<file path="src/rtl/ca3_theta_scheduler.sv">
`timescale 1ns/1ps
// Theta-phase sequencer for CA3: arbitrates encode/recall requests, waits for the
// theta peak (encode) or trough (recall), then drives learn/recall windows.
module ca3_theta_scheduler #(
  parameter int WIDTH           = 18,
  parameter int PEAK_THRESH     = 12288,
  parameter int TROUGH_THRESH   = -12288,
  parameter int HYST            = 2000,
  parameter int ENC_UPDATES     = 30,
  parameter int REC_UPDATES     = 50,
  parameter int REFRACT_UPDATES = 20,
  parameter int TIMEOUT_UPDATES = 4000
) (
  input  logic             clk,
  input  logic             rst,
  input  logic             clk_en,
  input  logic             enable,
  input  logic [WIDTH-1:0] theta_x,
  input  logic             enc_req,
  input  logic [5:0]       enc_pattern,
  output logic             enc_ack,
  input  logic             rec_req,
  input  logic [5:0]       rec_cue,
  output logic             rec_ack,
  output logic             mem_learn,
  output logic             mem_recall,
  output logic [5:0]       mem_pattern_in,
  input  logic [5:0]       mem_pattern_out,
  output logic             enc_done,
  output logic             rec_done,
  output logic [5:0]       rec_result,
  output logic             timeout,
  output logic             busy,
  output logic [15:0]      learn_count
);

  localparam int WIN_MAX = (ENC_UPDATES > REC_UPDATES)
                         ? ((ENC_UPDATES > REFRACT_UPDATES) ? ENC_UPDATES : REFRACT_UPDATES)
                         : ((REC_UPDATES > REFRACT_UPDATES) ? REC_UPDATES : REFRACT_UPDATES);
  localparam int WIN_W  = $clog2(WIN_MAX + 1);
  localparam int WAIT_W = $clog2(TIMEOUT_UPDATES + 1);

  localparam logic [WIN_W-1:0]  ENC_LEN  = WIN_W'(ENC_UPDATES);
  localparam logic [WIN_W-1:0]  REC_LEN  = WIN_W'(REC_UPDATES);
  localparam logic [WIN_W-1:0]  REF_LEN  = WIN_W'(REFRACT_UPDATES);
  localparam logic [WIN_W-1:0]  WIN_ONE  = WIN_W'(1);
  localparam logic [WAIT_W-1:0] WAIT_MAX = WAIT_W'(TIMEOUT_UPDATES);
  localparam logic [WAIT_W-1:0] WAIT_ONE = WAIT_W'(1);

  localparam logic signed [WIDTH-1:0] PEAK_S   = WIDTH'(PEAK_THRESH);
  localparam logic signed [WIDTH-1:0] FALL_S   = WIDTH'(PEAK_THRESH - HYST);
  localparam logic signed [WIDTH-1:0] TROUGH_S = WIDTH'(TROUGH_THRESH);

  typedef enum logic [2:0] {
    S_IDLE,
    S_WAIT_PEAK,
    S_ENCODE,
    S_WAIT_FALL,
    S_WAIT_TROUGH,
    S_RECALL,
    S_REFRACT
  } state_t;

  typedef enum logic {GRANT_ENC, GRANT_REC} grant_t;

  state_t              state_q, state_d;
  grant_t              last_grant_q, last_grant_d;
  logic [WAIT_W-1:0]   wait_cnt_q, wait_cnt_d, wait_inc;
  logic [WIN_W-1:0]    win_cnt_q, win_cnt_d;
  logic [5:0]          pat_q, pat_d;
  logic                enc_ack_q, enc_ack_d;
  logic                rec_ack_q, rec_ack_d;
  logic                mem_learn_q, mem_learn_d;
  logic                mem_recall_q, mem_recall_d;
  logic [5:0]          mem_pat_q, mem_pat_d;
  logic                enc_done_q, enc_done_d;
  logic                rec_done_q, rec_done_d;
  logic [5:0]          rec_result_q, rec_result_d;
  logic                timeout_q, timeout_d;
  logic                busy_q, busy_d;
  logic [15:0]         learn_cnt_q, learn_cnt_d;
  logic                grant_enc;
  logic signed [WIDTH-1:0] theta_s;

  assign theta_s = $signed(theta_x);

  always_comb begin
    state_d      = state_q;
    last_grant_d = last_grant_q;
    wait_cnt_d   = wait_cnt_q;
    win_cnt_d    = win_cnt_q;
    pat_d        = pat_q;
    enc_ack_d    = 1'b0;
    rec_ack_d    = 1'b0;
    enc_done_d   = 1'b0;
    rec_done_d   = 1'b0;
    timeout_d    = 1'b0;
    mem_learn_d  = mem_learn_q;
    mem_recall_d = mem_recall_q;
    mem_pat_d    = mem_pat_q;
    rec_result_d = rec_result_q;
    learn_cnt_d  = learn_cnt_q;
    wait_inc     = wait_cnt_q + WAIT_ONE;
    // A lone request wins outright; on a tie the side not granted last time wins.
    grant_enc    = enc_req && (!rec_req || (last_grant_q == GRANT_REC));

    if (!enable) begin
      state_d      = S_IDLE;
      mem_learn_d  = 1'b0;
      mem_recall_d = 1'b0;
      mem_pat_d    = '0;
    end else begin
      case (state_q)
        S_IDLE: begin
          if (enc_req || rec_req) begin
            wait_cnt_d = '0;
            if (grant_enc) begin
              pat_d        = enc_pattern;
              enc_ack_d    = 1'b1;
              last_grant_d = GRANT_ENC;
              state_d      = S_WAIT_PEAK;
            end else begin
              pat_d        = rec_cue;
              rec_ack_d    = 1'b1;
              last_grant_d = GRANT_REC;
              state_d      = S_WAIT_TROUGH;
            end
          end
        end
        S_WAIT_PEAK: begin
          if (clk_en) begin
            if (theta_s >= PEAK_S) begin
              state_d     = S_ENCODE;
              win_cnt_d   = ENC_LEN;
              mem_learn_d = 1'b1;
              mem_pat_d   = pat_q;
            end else if (wait_inc == WAIT_MAX) begin
              state_d    = S_REFRACT;
              win_cnt_d  = REF_LEN;
              enc_done_d = 1'b1;
              timeout_d  = 1'b1;
            end else begin
              wait_cnt_d = wait_inc;
            end
          end
        end
        S_ENCODE: begin
          if (clk_en) begin
            win_cnt_d = win_cnt_q - WIN_ONE;
            if (win_cnt_q == WIN_ONE) begin
              state_d     = S_WAIT_FALL;
              mem_learn_d = 1'b0;
              mem_pat_d   = '0;
            end
          end
        end
        S_WAIT_FALL: begin
          if (clk_en && (theta_s < FALL_S)) begin
            state_d    = S_REFRACT;
            win_cnt_d  = REF_LEN;
            enc_done_d = 1'b1;
            if (learn_cnt_q != 16'hFFFF) learn_cnt_d = learn_cnt_q + 16'd1;
          end
        end
        S_WAIT_TROUGH: begin
          if (clk_en) begin
            if (theta_s <= TROUGH_S) begin
              state_d      = S_RECALL;
              win_cnt_d    = REC_LEN;
              mem_recall_d = 1'b1;
              mem_pat_d    = pat_q;
            end else if (wait_inc == WAIT_MAX) begin
              state_d    = S_REFRACT;
              win_cnt_d  = REF_LEN;
              rec_done_d = 1'b1;
              timeout_d  = 1'b1;
            end else begin
              wait_cnt_d = wait_inc;
            end
          end
        end
        S_RECALL: begin
          if (clk_en) begin
            win_cnt_d = win_cnt_q - WIN_ONE;
            if (win_cnt_q == WIN_ONE) begin
              state_d      = S_REFRACT;
              win_cnt_d    = REF_LEN;
              rec_result_d = mem_pattern_out;
              rec_done_d   = 1'b1;
              mem_recall_d = 1'b0;
              mem_pat_d    = '0;
            end
          end
        end
        S_REFRACT: begin
          if (clk_en) begin
            win_cnt_d = win_cnt_q - WIN_ONE;
            if (win_cnt_q == WIN_ONE) state_d = S_IDLE;
          end
        end
        default: begin
          state_d      = S_IDLE;
          mem_learn_d  = 1'b0;
          mem_recall_d = 1'b0;
          mem_pat_d    = '0;
        end
      endcase
    end

    busy_d = (state_d != S_IDLE);
  end

  always_ff @(posedge clk or negedge rst) begin
    if (!rst) begin
      state_q      <= S_IDLE;
      last_grant_q <= GRANT_REC;
      wait_cnt_q   <= '0;
      win_cnt_q    <= '0;
      pat_q        <= '0;
      enc_ack_q    <= 1'b0;
      rec_ack_q    <= 1'b0;
      mem_learn_q  <= 1'b0;
      mem_recall_q <= 1'b0;
      mem_pat_q    <= '0;
      enc_done_q   <= 1'b0;
      rec_done_q   <= 1'b0;
      rec_result_q <= '0;
      timeout_q    <= 1'b0;
      busy_q       <= 1'b0;
      learn_cnt_q  <= '0;
    end else begin
      state_q      <= state_d;
      last_grant_q <= last_grant_d;
      wait_cnt_q   <= wait_cnt_d;
      win_cnt_q    <= win_cnt_d;
      pat_q        <= pat_d;
      enc_ack_q    <= enc_ack_d;
      rec_ack_q    <= rec_ack_d;
      mem_learn_q  <= mem_learn_d;
      mem_recall_q <= mem_recall_d;
      mem_pat_q    <= mem_pat_d;
      enc_done_q   <= enc_done_d;
      rec_done_q   <= rec_done_d;
      rec_result_q <= rec_result_d;
      timeout_q    <= timeout_d;
      busy_q       <= busy_d;
      learn_cnt_q  <= learn_cnt_d;
    end
  end

  assign enc_ack        = enc_ack_q;
  assign rec_ack        = rec_ack_q;
  assign mem_learn      = mem_learn_q;
  assign mem_recall     = mem_recall_q;
  assign mem_pattern_in = mem_pat_q;
  assign enc_done       = enc_done_q;
  assign rec_done       = rec_done_q;
  assign rec_result     = rec_result_q;
  assign timeout        = timeout_q;
  assign busy           = busy_q;
  assign learn_count    = learn_cnt_q;

endmodule

</file>
<file path="config.mk">
export PLATFORM = sky130hd
export DESIGN_NAME = ca3_theta_scheduler
export DESIGN_NICKNAME = d
export VERILOG_FILES = /design/src/rtl/ca3_theta_scheduler.sv
export SDC_FILE = /design/constraint.sdc
export NUM_CORES = 1
export LEC_CHECK = 0
export BUFFER_PORTS_ARGS = -buffer_cell sky130_fd_sc_hd__buf_2
export CAP_MARGIN = 20
export CORE_MARGIN = 5
export CORE_UTILIZATION = 45
export CTS_CLUSTER_SIZE = 24
export DETAILED_ROUTE_END_ITERATION = 16
export PLACE_DENSITY = 0.68
export SYNTH_ARGS = -nofsm -noshare
export SYNTH_HDL_FRONTEND = slang
export SYNTH_SLANG_ARGS = --single-unit
</file>
<file path="constraint.sdc">
create_clock -name clk -period 6.3 [get_ports clk]
set_clock_uncertainty 0.2 [all_clocks]
set_input_delay 0.63 -clock clk [delete_from_list [all_inputs] [get_ports clk]]
set_output_delay 0.63 -clock clk [all_outputs]
set_load 0.01 [all_outputs]
</file>
Word-level counts from Yosys, hierarchy flattened:

Index checks and enable logic that the tools add are counted.

* flip-flop bits (word level): 64
* bits in latches: 0
* memory bits (writable): 0
* memory bits (read-only): 0
* logic and storage cells: 148
* memories: 0

* $add $sub $neg: 3
* multiply operators: 0
* divide/modulo/power cells: 0
* magnitude comparators: 3
* equal/unequal tests: 30
* shift operators: 0
* multiplexer cells: 74
* bitwise operators: 0
* reduce and logical (&&, ||, !) cells: 22

Operator list (count)
* $mux 6: 17
* $mux 12: 6
* $mux 3: 15
* $pmux 12 s3: 1
* $pmux 6 s5: 1
* $mux 1: 27
* $ne 3x3->1 const B: 9
* $pmux 6 s4: 1
* $pmux 3 s7: 1
* $reduce_and 7->1: 3
* $ne 2x2->1 const B: 10
* $ge 18x15->1 const B: 1
* $le 18x15->1 const B: 1
* $lt 18x15->1 const B: 1
* $add 16x1->16 const B: 1
* $ne 16x16->1 const B: 1
* $add 12x1->12 const B: 1
* $eq 12x12->1 const B: 1
* $reduce_and 5->1: 2
* $reduce_or 5->1: 2
* $eq 3x3->1 const B: 3
* $reduce_and 4->1: 2
* $eq 3x2->1 const B: 2
* $eq 6x1->1 const B: 1
* 15 further kinds: 22

Depth between registers and ports, before layout:

Gate-level depths: netlist of run 1.

* depth after elaboration: 8
* depth in mapped cells: 9

Worst setup path after synthesis of run 1:

No wires, ideal clock.

* path type: in2reg
* start point: input theta_x[12]
* end point: register busy_q (netlist: busy)
* data arrival time: 2.182 ns
* required time: 5.969 ns
* path slack: 3.787 ns
* stages: 6
* cell sequence: a2111oi_2 or2_0 a2111oi_0 nor4bb_1 a211oi_1 or3_1

* longest elaborated chain between the ends: 6
* elaborated cells on any way between the ends: 12
* classes of those cells: 3 x order compare; 7 x mux; 2 x reduce/logical

Ends and longest elaborated chain
* start: declaration: RTL line 18 `input logic [WIDTH-1:0] theta_x,`
* $le 18x15->1, or another cell as far along: RTL line 167 `if (theta_s <= TROUGH_S) begin`
* $mux 3, or another cell as far along: RTL line 167
* $mux 3, on equally long branches: RTL line 166, 131, 158
* $pmux 3 s7 (*): RTL line 113 `case (state_q)`
* $mux 3 (*): RTL line 107 `if (!enable) begin`
* via state_d[0]: RTL line 66 `state_t state_q, state_d;`
* $reduce_bool 3->1 (*): RTL line 210 `busy_d = (state_d != S_IDLE);`
* via busy_d: RTL line 80 `logic busy_q, busy_d;`
* end signal: assignment: RTL line 246 `busy_q <= busy_d;`
* end: declaration: RTL line 80

Mark *: on every way through the listed nets, which the timed path passes. The rest lies on a longest branch.
A chain may end at the register's enable or synchronous reset.

Worst setup path after layout of run 1:

* start point: register win_cnt_q[2]
* end point: register rec_result_q[5] (netlist: rec_result[5])

* longest elaborated chain between the ends: 2

Ends and longest elaborated chain
* start: declaration: RTL line 69 `logic [WIN_W-1:0] win_cnt_q, win_cnt_d;`
* start signal: assignment: RTL line 235 `win_cnt_q <= win_cnt_d;`
* $eq 6x1->1: RTL line 185 `if (win_cnt_q == WIN_ONE) begin`
* $reduce_and 4->1 (no line)
* end signal: assignment: RTL line 244 `rec_result_q <= rec_result_d;`
* end: declaration: RTL line 78 `logic [5:0] rec_result_q, rec_result_d;`

No other way between the ends.

==> results.tsv, run 1 <==
metric	value	unit
total track usage	19.6	%
fmax	0.339	GHz
Die ar.	10400	sq um
Final setup viols	0	
CP startpoint kind	flop	
Leak	2.01	nW
dpl hpwl	7070	um
PwrDens	278	nW/um^2
I/O pins	78	
post-synthesis sequential area ratio	41.9	%
FP Rows	33	
syn_nets	461	
Area Overhead vs Synth	17.9	%
insertion delay to the later sink of the worst-skew pair	0.34	ns
average cell area after synthesis	9.22	sq um
postcts setup bufs	0	
Buffers on Ports	77	
vias per cell	5.89	
Sink Count	64	
grt total ovfl	0	
Max-cap violations	0	
Hold Buf Count CTS	0	
synthesized cell area	3820	sq um
global-route wire length before repair	16300	um
fin nets	532	
sequential power share	42.9	%
Vias	3508	
Final GP Congestion	0.976	
fin crit period	2.95	ns
clk slew on worst S/H paths	0.08	ns
Arrival @ worst endpoint	2.98	ns
vias in the first global route	3385	
TritonCTS Buffers	9	
Slew HR	44.6	%
Post-Route WL	9740	um
Worst Hold Class	primary input to asynchronous set/reset pin	
Synth cell types	71	
Wirelength per Cell	16.3	um
initial core utilization	46.3	%
crit share post-route	46.9	%
Initial DRC Count	274	
Net Sw Frac	33.3	%
fillcell total	766	
Final ANT Viol Nets	0	
clock share of power	32.3	%
Async S/R FF share, synth	100	%
CTS tree	yes	
Final TNS setup	0	ns
H-tree Lvls	3	
Root Buffer	clkbuf_8	
Net Sw Power	0.417	mW
Residual DRC	0	
Die H	102	um
DIE WIDTH	102	um
Comb pwr share	24.9	%
Synth area leaders	dfrtp_1, nand2_1, o21ai_0, xnor2_1, nor2_1	
ys flop type	dfrtp_1	
WS Path Type	flop to flop	
share of the synthesized area in the top cell type	41.2	%
Fin. Hold Viols	0	
Slew Viols, Final	0	
Int Pwr	0.837	mW
Core ar.	8260	sq um
#FFs+latches synth	64	
share of cells above drive strength 1	25.7	%
status	finished clean	
first drt pass iteration count	5	
unrepaired setup endpoints after global routing	false	
Final Util	54.6	%
largest net degree at the start of global routing	65	
cell type with the largest total area after synthesis	dfrtp_1	
initial antenna violation count	0	
CP max FO	10	
yosys warns	0	
crit path capture type	flop	
worst-case clock buffer depth	2	
number of flops mapped to enable cells by yosys	0	
Mapped Cells	415	
PostCTS Resize Cnt	0	
CP required	6.33	ns
Tightest Pin Transition	0.831	ns
Pwr Total	1.25	mW
antenna cells	0	
Worst VDD drop	0.155	mV
[flip-flops by register name, indices dropped and copies added, names as in the netlist]
register / cells
pat_q: 6
mem_pattern_in: 6
last_grant_q: 1
enc_done: 1
mem_learn: 1
timeout: 1
rec_result: 6
mem_recall: 1
learn_count: 16
wait_cnt_q: 12
enc_ack: 1
busy: 1
rec_done: 1
win_cnt_q: 6
state_q: 3
rec_ack: 1
[final timing paths]
check	slack, ns	startpoint	endpoint	cells past startpoint
worst max-delay path	3.35	win_cnt_q[2]	rec_result[5]	5
min in group clk	0.28	wait_cnt_q[11]	wait_cnt_q[11]	1
worst min register to register	0.28	wait_cnt_q[11]	wait_cnt_q[11]	1
worst min-delay path	0.24	rst	win_cnt_q[0]	2
worst max register to register	3.35	win_cnt_q[2]	rec_result[5]	5
max in group asynchronous	5.10	rst	state_q[2]	2
[power groups by stage]
stage / logic (mW) / clock network, mW / registers (mW)
floorplan: 0.239 / 0 / 0.522
global placement: 0.302 / 0 / 0.542
detailed placement: 0.308 / 0 / 0.545
CTS: 0.309 / 0.416 / 0.537
global route: 0.350 / 0.435 / 0.546
finish: 0.312 / 0.405 / 0.538
[cell families after synthesis]
group                    Yosys count  share of synthesized area, %
AND/OR/NAND/NOR                  166                          23.5
AO/OA/AOI/OAI                    116                          21.7
flip-flops                        64                          41.9
buffers and inverters             33                          3.57
XOR/XNOR                          18                          4.12
multiplexers                      14                          3.93
adder cells (fa/ha/maj)            4                          1.31
[cell type report]
| cell class | count | area [sq um] | area share (%) |
|---|---|---|---|
| Multi-Input combinational cell | 318 | 2090 | 46.3 |
| Sequential cell | 64 | 1600 | 35.5 |
| Timing Repair Buffer | 81 | 415 | 9.21 |
| Clock buffer | 10 | 138 | 3.05 |
| Tap cell | 105 | 131 | 2.91 |
| Clock inverter | 6 | 91.3 | 2.03 |
| Inverter | 12 | 45.0 | 0.999 |
[layer usage]
metal	up-vias	GRT usage, %	routed length [um]
met5	-	0	0
li1	1677	-	-
met4	0	5.95	137
met2	129	31.3	4590
met1	1689	26.4	4300
met3	13	4.64	709
[cells in the final DEF (no fill, tap or decap), types with 7 or more instances in the layout]
master    Yosys  routed
buf_2         1      77
dfrtp_1      63      63
nand2_1      40      40
nor2_1       30      30
o21ai_0      29      29
nand3_1      21      21
a21oi_1      18      18
xnor2_1      16      16
nor3_1       14      14
inv_1        11      11
clkbuf_8      0      10
nand2b_1      9       9
nand4_1       8       8
mux2_2        8       8
a31oi_1       7       7
and3_1        7       7
[synthesized netlist by cell type (4+ instances only)]
library cell and count:
a211oi_1 5, a21boi_2 6, a21o_1 4, a21oi_1 18, a31oi_1 7, and2_1 5
and3_1 7, clkbuf_1 16, dfrtp_1 63, ha_1 4, inv_1 11, mux2_2 8
mux2i_1 6, nand2_1 40, nand2b_1 9, nand3_1 21, nand3_2 6, nand4_1 8
nor2_1 30, nor3_1 14, o21ai_0 29, o22ai_1 5, o31ai_1 4, xnor2_1 16
[worst max-delay path, cell delays in order, from the launching register on]
cell	delay (ns)
dfrtp_1	0.44
or3_4	0.42
nor3b_2	0.63
inv_1	0.11
nor3_2	0.63
mux2_2	0.41
[through the flow]
step                      worst slack (ns)  instance area, sq um  std cells  hold slack [ns]
final                                 3.35                  4510        596            0.239
after global routing                  3.11                  4510        596            0.305
after CTS                             3.13                  4490        594            0.284
after detailed placement              2.80                  4270        578            0.273
after global placement                3.03                  4270        578            0.272
after floorplan                       3.79                  3820        415            0.134
Power figures use the tool's default switching activity.
==> run 2, diff against run 1 <==
--- a/config.mk
+++ b/config.mk
@@ -11,7 +11,7 @@
 export CORE_UTILIZATION = 45
 export CTS_CLUSTER_SIZE = 24
 export DETAILED_ROUTE_END_ITERATION = 16
-export PLACE_DENSITY = 0.68
+export PLACE_DENSITY = 0.7
 export SYNTH_ARGS = -nofsm -noshare
 export SYNTH_HDL_FRONTEND = slang
 export SYNTH_SLANG_ARGS = --single-unit
==> constraint.sdc (replaced) <==
create_clock -name clk -period 2.45 [get_ports clk]
set_clock_uncertainty 0.2 [all_clocks]
set_input_delay 0.245 -clock clk [delete_from_list [all_inputs] [get_ports clk]]
set_output_delay 0.245 -clock clk [all_outputs]
set_load 0.01 [all_outputs]
==> run 2 against run 1 <==
Compared with the run above: global-route usage increased by 3.6 points; maximum frequency grew 22%; critical path depth rose by 2; count of clock-buffer cells in the layout fell by 1; final cell count up 14%; utilization rose by 10 points; largest cell class unchanged.
==> results.tsv, run 2 (synthesis gave the netlist of run 1 again) <==
metric	value	unit
PwrDens	693	nW/um^2
crit path capture type	flop	
unrepaired setup endpoints after global routing	true	
worst r2r src	win_cnt_q[3]	
beginning of the worst hold path	rec_cue[1]	
clock share of power	31.6	%
Net Sw Power	1.22	mW
H-tree Lvls	3	
Net Sw Frac	32.9	%
Final Util	64.6	%
vias per cell	5.77	
sequential power share	35.2	%
fin area	5340	sq um
vias in the first global route	3858	
Area Overhead vs Synth	39.5	%
Final TNS setup	0	ns
most frequent cells in the layout	buf_2, dfrtp_1, buf_4	
fin nets	614	
worst-case clock buffer depth	2	
initial core utilization	46.3	%
share of cells above drive strength 1	34.9	%
commonest non-fill, non-tap cell in the layout	buf_2	
fin crit period	2.41	ns
Leak	2.44	nW
Fin. Hold Viols	0	
Worst VDD drop	0.447	mV
max layer used	met4	
initial antenna violation count	0	
global-route wire length before repair	19000	um
largest net degree at the start of global routing	43	
Residual DRC	0	
Slew HR	46.0	%
Arrival @ worst endpoint	2.44	ns
first drt pass iteration count	5	
DIE WIDTH	102	um
Die H	102	um
Comb pwr share	33.2	%
Vias	3911	
Final setup viols	0	
antenna cells	0	
Core ar.	8260	sq um
Die ar.	10400	sq um
DR WL met3	694	um
Wirelength per Cell	16.7	um
WS Path Type	flop to flop	
Slew Viols, Final	0	
crit path launch	win_cnt_q[3]	
CP max FO	4	
I/O pins	78	
Buffers on Ports	77	
R2R Setup Slk	0.04	ns
Initial DRC Count	320	
Post-Route WL	11300	um
reg-to-reg endpoint	busy	
crit share post-route	98.6	%
Final GP Congestion	1.01	
dpl hpwl	8170	um
clk slew on worst S/H paths	0.08	ns
Routed met1 length	4860	um
hold path depth	3	
Placed Area	4760	sq um
r2r worst-path depth	7	
Sink Count	64	
met2 WL	5450	um
Final ANT Viol Nets	0	
status	finished clean	
Worst Hold Class	primary input to flop	
CP required	2.47	ns
Hold Crit Endpoint	pat_q[1]	
Root Buffer	clkbuf_8	
Int Pwr	2.48	mW
CTS tree	yes	
Max-cap violations	0	
fmax	0.414	GHz
total track usage	23.1	%
TritonCTS Buffers	9	
Tightest Pin Transition	0.790	ns
CP startpoint kind	flop	
max reg flops	16	
insertion delay to the later sink of the worst-skew pair	0.36	ns
grt total ovfl	0	
FP Rows	33	
fillcell total	676	
-- run 2: cell count changes in the layout (fill, tap and decap cells not counted), sizes merged --
cell	change
dlygate4sd3	+17
bufinv	+1
clkbuf	-2
clkinv	-1
buf	+66
inv	+1
-- run 2: what timing repair did --
action / in CTS / in global routing
setup endpoints to repair: 8 / 26
gates resized for setup: 8 / 20
pin swaps: 5 / 4
buffers inserted: 4 / 2
gates cloned: 1 / 0
endpoints found under the hold margin: 34 / 0
hold buffers: 17 / 0
-- run 2: critical path, stage by stage, from the launching register on --
cell	delay [ns]
dfrtp_1	0.38
or3_4	0.40
buf_6	0.14
o21bai_1	0.15
nand3_1	0.16
nor4bb_2	0.35
a211oi_1	0.14
or3_1	0.37
-- run 2: worst max-delay path by stage --
stage	end	slack (ns)	depth (start not counted)
after global routing	mem_pattern_in[4]	-0.04	10
final	busy	0.04	7
after global placement	busy	-0.02	7
after detailed placement	win_cnt_q[3]	-0.08	8
after CTS	mem_pattern_in[5]	0.006	10
after floorplan	mem_pattern_in[2]	0.05	7
-- run 2: layer usage --
| layer | track usage, % | vias up |
|---|---|---|
| li1 | - | 1849 |
| met1 | 30.5 | 1881 |
| met2 | 37.4 | 150 |
| met3 | 4.44 | 31 |
| met4 | 9.79 | 0 |
| met5 | 0 | - |
-- run 2: stage by stage --
step / setup WS [ns] / total power, mW / hold slack (ns) / std cells
2_1_floorplan: 0.0518 / 1.96 / -0.251 / 415
3_3_place_gp: -0.0240 / 2.41 / 0.0572 / 639
3_5_place_dp: -0.0758 / 2.43 / 0.0616 / 639
4_1_cts: 0.00621 / 3.68 / 0.00123 / 677
5_1_grt: -0.0400 / 3.89 / 0.00313 / 678
6_report: 0.0354 / 3.70 / 0.00467 / 678
-- run 2: cell type report --
type / count / area, sq um / share of cell area (%)
Multi-Input combinational cell: 318 / 2170 / 40.7
Clock buffer: 9 / 124 / 2.32
Timing Repair Buffer: 163 / 1130 / 21.2
Sequential cell: 64 / 1600 / 30.1
Clock inverter: 7 / 128 / 2.39
Tap cell: 105 / 131 / 2.46
Inverter: 12 / 45.0 / 0.844
-- run 2: power groups by stage --
| stage | clock network, mW | registers (mW) | logic [mW] |
|---|---|---|---|
| 6_report | 1.17 | 1.30 | 1.23 |
| 2_1_floorplan | 0 | 1.34 | 0.613 |
| 3_5_place_dp | 0 | 1.32 | 1.12 |
| 4_1_cts | 1.18 | 1.30 | 1.20 |
| 5_1_grt | 1.22 | 1.33 | 1.35 |
| 3_3_place_gp | 0 | 1.31 | 1.10 |
